`src/rtl/xif_issue_initiator.sv`:
```
// Core-side initiator for the CORE-V-XIF issue and result channels: presents one
// offload candidate at a time, reports the handshake outcome and tracks IDs until results return.
module xif_issue_initiator #(
    parameter int unsigned XLEN    = 64,
    parameter int unsigned NrIds   = 4,
    parameter int unsigned IdWidth = $clog2(NrIds)
) (
    input  logic                 clk_i,
    input  logic                 rst_ni,
    input  logic                 instr_valid_i,
    input  logic [31:0]          instr_i,
    output logic                 instr_ready_o,
    input  logic [2*XLEN-1:0]    rs_i,
    input  logic [1:0]           rs_valid_i,
    output logic                 issue_valid_o,
    input  logic                 issue_ready_i,
    output logic [31:0]          issue_instr_o,
    output logic [IdWidth-1:0]   issue_id_o,
    output logic [2*XLEN-1:0]    issue_rs_o,
    output logic [1:0]           issue_rs_valid_o,
    input  logic                 issue_accept_i,
    input  logic                 issue_writeback_i,
    input  logic [1:0]           issue_register_read_i,
    output logic                 outcome_valid_o,
    output logic                 outcome_accept_o,
    output logic                 outcome_writeback_o,
    output logic [IdWidth-1:0]   outcome_id_o,
    input  logic                 result_valid_i,
    output logic                 result_ready_o,
    input  logic [IdWidth-1:0]   result_id_i,
    input  logic [XLEN-1:0]      result_data_i,
    input  logic                 result_we_i,
    output logic                 wb_valid_o,
    output logic [IdWidth-1:0]   wb_id_o,
    output logic [XLEN-1:0]      wb_data_o,
    output logic                 id_error_o,
    output logic                 busy_o
);

    typedef enum logic {
        IDLE,
        REQ
    } state_e;

    state_e               state_q, state_d;
    logic [IdWidth-1:0]   next_id_q, next_id_d;
    logic [NrIds-1:0]     busy_q, busy_d;
    logic [NrIds-1:0]     wb_pending_q, wb_pending_d;
    logic [31:0]          instr_q, instr_d;
    logic                 wb_valid_q, wb_valid_d;
    logic [IdWidth-1:0]   wb_id_q, wb_id_d;
    logic [XLEN-1:0]      wb_data_q, wb_data_d;
    logic                 id_error_q, id_error_d;
    logic                 handshake;
    logic                 unused_register_read;

    // The register-read response carries no information the pipeline needs here.
    assign unused_register_read = ^issue_register_read_i;

    always_comb begin
        state_d       = state_q;
        next_id_d     = next_id_q;
        busy_d        = busy_q;
        wb_pending_d  = wb_pending_q;
        instr_d       = instr_q;
        wb_valid_d    = 1'b0;
        wb_id_d       = wb_id_q;
        wb_data_d     = wb_data_q;
        id_error_d    = 1'b0;
        instr_ready_o = 1'b0;
        issue_valid_o = 1'b0;
        handshake     = 1'b0;

        case (state_q)
            IDLE: begin
                instr_ready_o = instr_valid_i && !busy_q[next_id_q];
                if (instr_ready_o) begin
                    instr_d = instr_i;
                    state_d = REQ;
                end
            end
            REQ: begin
                issue_valid_o = 1'b1;
                handshake     = issue_ready_i;
                if (handshake) begin
                    next_id_d = next_id_q + IdWidth'(1);
                    state_d   = IDLE;
                    if (issue_accept_i && issue_writeback_i) begin
                        busy_d[next_id_q]       = 1'b1;
                        wb_pending_d[next_id_q] = 1'b1;
                    end
                end
            end
            default: state_d = IDLE;
        endcase

        // A result never targets the ID being issued (it cannot be busy), so both updates compose.
        if (result_valid_i) begin
            if (busy_q[result_id_i]) begin
                busy_d[result_id_i]       = 1'b0;
                wb_pending_d[result_id_i] = 1'b0;
                if (result_we_i && wb_pending_q[result_id_i]) begin
                    wb_valid_d = 1'b1;
                    wb_id_d    = result_id_i;
                    wb_data_d  = result_data_i;
                end
            end else begin
                id_error_d = 1'b1;
            end
        end
    end

    always_ff @(posedge clk_i) begin
        if (!rst_ni) begin
            state_q      <= IDLE;
            next_id_q    <= '0;
            busy_q       <= '0;
            wb_pending_q <= '0;
            instr_q      <= '0;
            wb_valid_q   <= 1'b0;
            wb_id_q      <= '0;
            wb_data_q    <= '0;
            id_error_q   <= 1'b0;
        end else begin
            state_q      <= state_d;
            next_id_q    <= next_id_d;
            busy_q       <= busy_d;
            wb_pending_q <= wb_pending_d;
            instr_q      <= instr_d;
            wb_valid_q   <= wb_valid_d;
            wb_id_q      <= wb_id_d;
            wb_data_q    <= wb_data_d;
            id_error_q   <= id_error_d;
        end
    end

    assign issue_instr_o       = instr_q;
    assign issue_id_o          = next_id_q;
    assign issue_rs_o          = rs_i;
    assign issue_rs_valid_o    = rs_valid_i;
    assign outcome_valid_o     = handshake;
    assign outcome_accept_o    = handshake && issue_accept_i;
    assign outcome_writeback_o = handshake && issue_writeback_i;
    assign outcome_id_o        = next_id_q;
    assign result_ready_o      = rst_ni;
    assign wb_valid_o          = wb_valid_q;
    assign wb_id_o             = wb_id_q;
    assign wb_data_o           = wb_data_q;
    assign id_error_o          = id_error_q;
    assign busy_o              = (state_q == REQ) || (|busy_q);

endmodule

```
`config.mk`:
```
export PLATFORM = sky130hd
export DESIGN_NAME = xif_issue_initiator
export DESIGN_NICKNAME = d
export VERILOG_FILES = /design/src/rtl/xif_issue_initiator.sv
export SDC_FILE = /design/constraint.sdc
export NUM_CORES = 1
export LEC_CHECK = 0
export BUFFER_PORTS_ARGS = -buffer_cell sky130_fd_sc_hd__buf_2
export CAP_MARGIN = 20
export CORE_AREA = 2 2 184 186
export CTS_CLUSTER_SIZE = 20
export DETAILED_ROUTE_END_ITERATION = 8
export DIE_AREA = 0 0 186 188
export GPL_TIMING_DRIVEN = 0
export MAX_ROUTING_LAYER = met4
export SLEW_MARGIN = 20
export SYNTH_ARGS = -nofsm -noshare
export SYNTH_HDL_FRONTEND = slang
export SYNTH_SLANG_ARGS = --single-unit
```
`constraint.sdc`:
```
create_clock -name clk_i -period 2.05 [get_ports clk_i]
set_input_delay 0.205 -clock clk_i [delete_from_list [all_inputs] [get_ports clk_i]]
set_output_delay 0.205 -clock clk_i [all_outputs]
set_load 0.02 [all_outputs]
```
==> flow_summary.rst, run 1 <==
.. list-table::
   :header-rows: 1

   * - Metric
     - Value
   * - GPL Wtd Cong
     - between 0.7 and 0.8
   * - RSZ-0062 raised after global routing
     - false
   * - # setup viols final
     - 0
   * - Area taken by multi-input logic gates
     - roughly 2100 um^2
   * - Worst path max stage delay
     - 0.39 ns
   * - Fraction of synthesis flops using an asynchronous set or reset pin
     - 0
   * - Proportion of layout cells with a drive suffix above 1
     - 0.5120
   * - Number of detailed-routing iterations run before antenna repair
     - 5
   * - Final cycle utilization of the critical path
     - 0.9339
   * - Number of distinct library cells after synthesis
     - 29
   * - Data arrival time of the worst path
     - between 1.5 and 2 ns
   * - Register-to-Register Path Depth
     - 7
   * - Pin slew with the least headroom to its limit
     - ~0.86 ns
   * - Drt first-iter violations
     - between 100 and 150
   * - Setup clock skew after layout
     - between 0.007 and 0.008 ns
   * - Cell-by-cell listing of the critical path
     - mux2i_1 -> nor2_1 -> nor4b_2 -> buf_4 -> buf_12 -> buf_6
   * - Final-report max-slew violation count
     - 0
   * - Die span in x
     - between 150 and 200 um
   * - Prevailing post-synth register cell
     - sky130_fd_sc_hd__dfxtp_1
   * - Longest Clk Path Bufs
     - 2
   * - Clock sink count
     - roughly 110
   * - Count of non-filler cells in the finished layout
     - roughly 1400
   * - Clock latency reported for the late side of the worst-skew pair
     - 0.37 ns
   * - Residual antenna-violating net count after detailed routing
     - 0
   * - Number of CTS-inserted buffers
     - 9
   * - Total die area
     - 34970 um^2
   * - Clk slew on worst S/H paths
     - 0.08 ns
   * - Synth top area share
     - 0.3994
   * - Total I/O pin count
     - ~480
   * - GRT overflow
     - 0
   * - Synth area leaders
     - sky130_fd_sc_hd__dfxtp_1, sky130_fd_sc_hd__buf_4, sky130_fd_sc_hd__mux2i_1
   * - Average footprint of a synthesized cell
     - 8.749 um^2
   * - Netlist area before placement
     - around 5600 um^2
   * - EDFF count, synth
     - 0
   * - Maximum fanout count along the critical path
     - 10
   * - Final routed DRC violation total
     - 0
   * - Area of all placed cells without fillers
     - between 8000 and 9000 um^2
   * - Total power
     - 4.988 mW
   * - Via count of the first global-routing pass
     - between 4000 and 5000
   * - Startpoint kind of the worst setup timing path
     - register
   * - Die Height
     - 188 um
   * - Largest net degree at the start of global routing
     - 17
   * - Setup CP Type
     - register to output pin
   * - DP Wirelength
     - 14.80 mm
   * - Critical Path End Type
     - output pin
   * - Top cell types by occurrence after synthesis
     - sky130_fd_sc_hd__nand2_1, sky130_fd_sc_hd__buf_4, sky130_fd_sc_hd__dfxtp_1
   * - Minimum clock period after layout
     - around 1.9 ns
   * - Fill cell count
     - ~3600
   * - Top delay family on crit path
     - buffers and inverters
   * - GRT Total Usage
     - 0.1045
   * - Status
     - completed
   * - Count of vias placed by the detailed router
     - between 5000 and 6000
   * - Initial standard-cell utilization of the core
     - 0.1680
   * - FF/Latch Area
     - 2226 um^2
   * - Required time worst endpoint
     - between 1.5 and 2 ns
   * - Hold WC Path Type
     - input pin to register
   * - Number of nets at the end of the flow
     - 1234
   * - Cell count after placement
     - approximately 1400
   * - Count of buffers from port buffering
     - 343
   * - Fmax
     - approximately 520 MHz
   * - Max_slew headroom
     - 0.4258
   * - Cell depth of the worst hold path
     - 3
   * - Standby leakage power
     - 4.606 nW
   * - Peak supply drop
     - between 0.3 and 0.4 mV
   * - Synthesized net count
     - around 880
   * - TritonCTS clock tree
     - built
   * - Depth of the CTS H-tree
     - 3
   * - Root Buffer Master
     - sky130_fd_sc_hd__clkbuf_16
   * - Slowest library cell on the worst path
     - sky130_fd_sc_hd__dfxtp_4
   * - Part of the Yosys area used for sequential elements
     - 0.3994
   * - Cell area reported after detailed placement
     - between 7000 and 8000 um^2
   * - Global-route wire length before repair
     - roughly 26 mm
   * - Routed length per instance
     - between 10 and 15 um
   * - Count of cell instances traversed by the critical path
     - 6
   * - Area added between synthesis and finish
     - 46.77%
   * - Buffers & Inverters on Critical Path
     - 3
   * - Detailed-route wire length
     - approximately 19 mm
   * - Via density per instance
     - roughly 3.6
   * - Site row count
     - 67
   * - Library cell with the highest instance count after synthesis
     - sky130_fd_sc_hd__nand2_1
   * - Initial antenna violation count
     - 0
   * - Total of flip-flops plus latches after synthesis
     - between 100 and 150
   * - P per Cell Area
     - approximately 600 nW/um^2
   * - Synth Instances
     - 636
   * - Cell taking the most area after synthesis
     - sky130_fd_sc_hd__dfxtp_1
   * - Area inside the core boundary
     - 33110 um^2
   * - Max-cap viol count
     - 0
   * - Final number of hold-violating endpoints
     - 0
   * - Yosys warns
     - 0
## metal layers
| metal | up-vias | part of all wire | global-route usage |
|---|---|---|---|
| met5 | - | 0 | - |
| met4 | 0 | 0.015 | 0.03483 |
| met3 | 16 | 0.080 | 0.03243 |
| met2 | 263 | 0.52 | 0.1866 |
| met1 | 2327 | 0.39 | 0.1077 |
| li1 | 2608 | - | - |
## cell type report
| type | count | area share |
|---|---|---|
| Antenna cell | 1 | 0.0003064 |
| Buffer | 169 | 0.1517 |
| Clock buffer | 12 | 0.03141 |
| Clock inverter | 3 | 0.002298 |
| Inverter | 5 | 0.002298 |
| Multi-Input combinational cell | 351 | 0.2580 |
| Sequential cell | 111 | 0.2726 |
| Tap cell | 448 | 0.06864 |
| Timing Repair Buffer | 345 | 0.2128 |
## cell usage in the layout, fill, tap and decap left out, drive strengths merged
cell | synthesis | final
and3 | 3 | 3
nand3 | 3 | 3
nand3b | 2 | 2
buf | 146 | 491
mux4 | 1 | 1
nor4b | 1 | 1
a21oi | 8 | 8
nor2b | 1 | 1
o21a | 1 | 1
o22ai | 1 | 1
nor2 | 7 | 7
nand2 | 204 | 204
nor4 | 1 | 1
inv | 5 | 5
and2 | 1 | 1
dfxtp | 111 | 111
ha | 4 | 4
o211a | 2 | 2
nand4b | 1 | 1
nand2b | 2 | 2
o21ai | 3 | 3
mux2i | 102 | 102
a211oi | 2 | 2
clkinv | 0 | 3
diode | 0 | 1
xnor2 | 1 | 1
clkbuf | 23 | 35
## worst min-delay path: stages
cell                      delay (ns)
sky130_fd_sc_hd__buf_2          0.09
sky130_fd_sc_hd__nand2_1        0.04
sky130_fd_sc_hd__mux2i_1        0.05
## per-stage QoR
step	TNS, ns	util	hold WS (ns)	setup slack (ns)
floorplan	0	-	0.3211	0.2999
global placement	-0.8923	0.2368	0.4399	-0.1398
detailed placement	-1.582	0.2368	0.4448	-0.2003
CTS	0	0.2460	0.03871	0.01670
global route	0	0.2466	0.05253	0.01895
finish	0	0.2466	0.06704	0.1356
## cells by family (layout without fill, tap and decap cells)
| logic type | Yosys count | in the layout | share of synthesized area |
|---|---|---|---|
| AOI/OAI and AO/OA | 17 | 17 | 0.01866 |
| xor gates and xnor gates | 1 | 1 | 0.001574 |
| adders and majority gates | 4 | 4 | 0.008995 |
| buffers and inverters | 174 | 534 | 0.2231 |
| DFF | 111 | 111 | 0.3994 |
| muxes | 103 | 103 | 0.1875 |
| other | 0 | 1 | 0 |
| and+or+nand+nor | 226 | 226 | 0.1608 |
## final timing paths
kind,to,startpoint,slack [ns]
hold / removal,wb_data_o[63],result_data_i[63],0.07
setup reg to reg,issue_instr_o[20],issue_id_o[0],0.27
setup / recovery,instr_ready_o,issue_id_o[0],0.14
hold reg to reg,wb_data_o[51],wb_data_o[51],0.46
## flip-flops by register name, summed over array words and instances, names as in the netlist, 2 cells and up
signal	cells
wb_data_o	64
issue_instr_o	32
busy_q	4
wb_pending_q	4
issue_id_o	2
wb_id_o	2
## repair_timing
item / in CTS / in global routing
hold buffers: 0 / 0
setup endpoints to repair: 1 / 1
hold endpoints to repair: 0 / 0
buffers inserted: 1 / 1
resized for setup: 7 / 2
pin swaps: 0 / 1
## report_power, final
part | internal, mW | total (mW) | switching, mW
Clock | 0.885 | 1.74 | 0.856
Sequential | 2.20 | 2.24 | 0.0334
Combinational | 0.457 | 1.01 | 0.553
No activity file was read; power rests on OpenSTA's default activity.
==> run 2: changes to the inputs <==
clock period = 1.8 ns   (was 2.05 ns; I/O delays follow)
==> run 2 against run 1 <==
Net effect:
- the run now ends with negative setup slack left
- count of clock-buffer cells in the layout is the same
- sequential share of layout area is 0.11 points lower
- largest power group unchanged
- global-route usage rose by 0.10 points
- critical path type unchanged
- wire length grew 0.90%
- critical endpoint unchanged
- power grew 14%
- sequential cell count unchanged
- register-to-register slack worse by 0.17 ns
- highest routed layer unchanged
==> flow_summary.rst, run 2 (same netlist as run 1, synthesis figures left out) <==
.. list-table::
   :header-rows: 1

   * - Metric
     - Value
   * - Count of vias placed by the detailed router
     - 5219
   * - Number of detailed-routing iterations run before antenna repair
     - 5
   * - Final number of hold-violating endpoints
     - 0
   * - Maximum fanout count along the critical path
     - 4
   * - Count of buffers from port buffering
     - between 300 and 400
   * - GRT Total Usage
     - 0.1055
   * - Minimum clock period after layout
     - between 1.5 and 2 ns
   * - Dpl ws
     - -0.4253 ns
   * - Capturing point of the worst reg2reg path
     - issue_instr_o[9]
   * - GRT overflow
     - 0
   * - Flip-flop count of the largest register after layout
     - 64
   * - Initial antenna violation count
     - 0
   * - Leading cell type in the layout, fill and taps excluded
     - sky130_fd_sc_hd__buf_2
   * - Failing checks
     - negative setup slack
   * - Peak supply drop
     - ~0.44 mV
   * - Final WS setup
     - -0.005631 ns
   * - Data arrival time of the worst path
     - about 1.6 ns
   * - WHS
     - 0.04141 ns
   * - Launching instance or port of the critical path
     - issue_id_o[0]
   * - Detailed-route wire length
     - between 15 and 20 mm
   * - Global-route wire length before repair
     - between 20 and 30 mm
   * - Global routing met1 resource utilization
     - 0.1073
   * - Post-Route Setup TNS
     - -0.005631 ns
   * - Clock latency reported for the late side of the worst-skew pair
     - between 0.3 and 0.4 ns
   * - TritonCTS clock tree
     - built
   * - Initial standard-cell utilization of the core
     - 0.1680
   * - Standby leakage power
     - 4.623 nW
   * - Max_slew headroom
     - 0.4257
   * - Die span in x
     - approximately 190 um
   * - Clock sink count
     - ~110
   * - Worst setup slack for register-to-register paths
     - about 0.10 ns
   * - Cell count after placement
     - around 1400
   * - Die Height
     - roughly 190 um
   * - Site row count
     - between 60 and 70
   * - Area taken by multi-input logic gates
     - ~2100 um^2
   * - Via density per instance
     - roughly 3.6
   * - Hold WC Path Type
     - input pin to register
   * - Final cycle utilization of the critical path
     - 1.003
   * - Area added between synthesis and finish
     - 47.38%
   * - FF/Latch Area
     - 2226 um^2
   * - Total I/O pin count
     - approximately 480
   * - Max-cap viol count
     - 0
   * - Root Buffer Master
     - sky130_fd_sc_hd__clkbuf_16
   * - Startpoint kind of the worst setup timing path
     - register
   * - Final-report max-slew violation count
     - 0
   * - Drt first-iter violations
     - between 100 and 150
   * - Routed length per instance
     - roughly 13 um
   * - Setup clock skew after layout
     - between 0.008 and 0.009 ns
   * - Met2 GRT Util
     - 0.1904
   * - Number of CTS-inserted buffers
     - 9
   * - Depth of the CTS H-tree
     - 3
   * - Area inside the core boundary
     - roughly 33000 um^2
   * - P per Cell Area
     - 694.7 nW/um^2
   * - End of the critical path
     - instr_ready_o
   * - Global route hottest layer
     - met2
   * - Register-to-Register Path Depth
     - 7
   * - Via count of the first global-routing pass
     - between 4000 and 5000
   * - Residual antenna-violating net count after detailed routing
     - 0
   * - Fmax
     - 553.8 MHz
   * - Highest-count cells in the layout ignoring fill and taps
     - sky130_fd_sc_hd__buf_2, sky130_fd_sc_hd__nand2_1, sky130_fd_sc_hd__buf_4, sky130_fd_sc_hd__dfxtp_1, sky130_fd_sc_hd__mux2i_1
   * - Count of non-filler cells in the finished layout
     - between 1000 and 1500
   * - Pin slew with the least headroom to its limit
     - ~0.86 ns
   * - Critical Path End Type
     - output pin
   * - Largest net degree at the start of global routing
     - 17
   * - DP Wirelength
     - roughly 15 mm
   * - Final routed DRC violation total
     - 0
   * - Setup CP Type
     - register to output pin
   * - Cts hold-fix bufs
     - 0
   * - Status
     - finished with violations
   * - Fill cell count
     - 3635
   * - Clk slew on worst S/H paths
     - around 0.08 ns
   * - Longest Clk Path Bufs
     - 2
   * - Number of nets at the end of the flow
     - ~1200
   * - Proportion of layout cells with a drive suffix above 1
     - 0.5130
   * - Source of the worst register-to-register timing path
     - issue_id_o[0]
   * - Total die area
     - around 35000 um^2
   * - Met3 Track Usage GR
     - 0.03243
   * - # setup viols final
     - 1
   * - Required time worst endpoint
     - 1.62 ns
   * - RSZ-0062 raised after global routing
     - true
   * - GPL Wtd Cong
     - roughly 0.76
==> run 2: timing repair <==
action | 4_1_cts | 5_1_grt
pin swaps | 0 | 1
setup endpoints to repair | 30 | 25
buffers inserted | 4 | 0
resized for setup | 11 | 3
hold endpoints to repair | 0 | 0
==> run 2: cell type report <==
cell class | count | area share
antenna | 1 | 0.0003052
clock buffer | 12 | 0.03128
buffer | 169 | 0.1529
timing repair buffer | 347 | 0.2142
multi-input combinational | 351 | 0.2569
inverter | 5 | 0.002289
clock inverter | 3 | 0.002289
tap | 448 | 0.06836
sequential | 111 | 0.2714
==> run 2: report_power, final <==
group / switching [mW] / total, mW / internal (mW)
registers: 0.0376 / 2.55 / 2.51
clock network: 0.975 / 1.98 / 1.01
logic: 0.635 / 1.17 / 0.530
total: 1.65 / 5.70 / 4.05
==> run 2: per-layer routing <==
layer	routed length, um	up-vias
met5	0	-
met1	7304	2329
met4	276	0
met2	9781	262
met3	1495	16
li1	-	2612
==> run 2: worst max-delay path: stages (launching register included) <==
cell                      delay [ns]
sky130_fd_sc_hd__dfxtp_4        0.37
sky130_fd_sc_hd__mux2i_1        0.19
sky130_fd_sc_hd__nor2_1         0.06
sky130_fd_sc_hd__nor4b_2        0.26
sky130_fd_sc_hd__buf_4          0.17
sky130_fd_sc_hd__buf_12         0.10
sky130_fd_sc_hd__buf_8          0.10
==> run 2: through the flow <==
| stage | util | total power [mW] | area [um^2] |
|---|---|---|---|
| after detailed placement | 0.2368 | 3.761 | 7841 |
| after global routing | 0.2476 | 5.984 | 8198 |
| after global placement | 0.2368 | 3.756 | 7841 |
| final | 0.2476 | 5.697 | 8200 |
| after CTS | 0.2472 | 5.814 | 8185 |
| after floorplan | - | 3.337 | 5564 |
==> run 2: how the worst min path moves through the flow <==
stage                       from             to  slack [ns]  cells past startpoint
3_3_place_gp   result_data_i[57]  wb_data_o[57]        0.43                      3
2_1_floorplan     result_valid_i     id_error_o        0.30                      2
6_report       result_data_i[63]  wb_data_o[63]        0.04                      3
4_1_cts        result_data_i[63]  wb_data_o[63]        0.01                      3
5_1_grt        result_data_i[15]  wb_data_o[15]        0.03                      3
3_5_place_dp   result_data_i[25]  wb_data_o[25]        0.43                      3
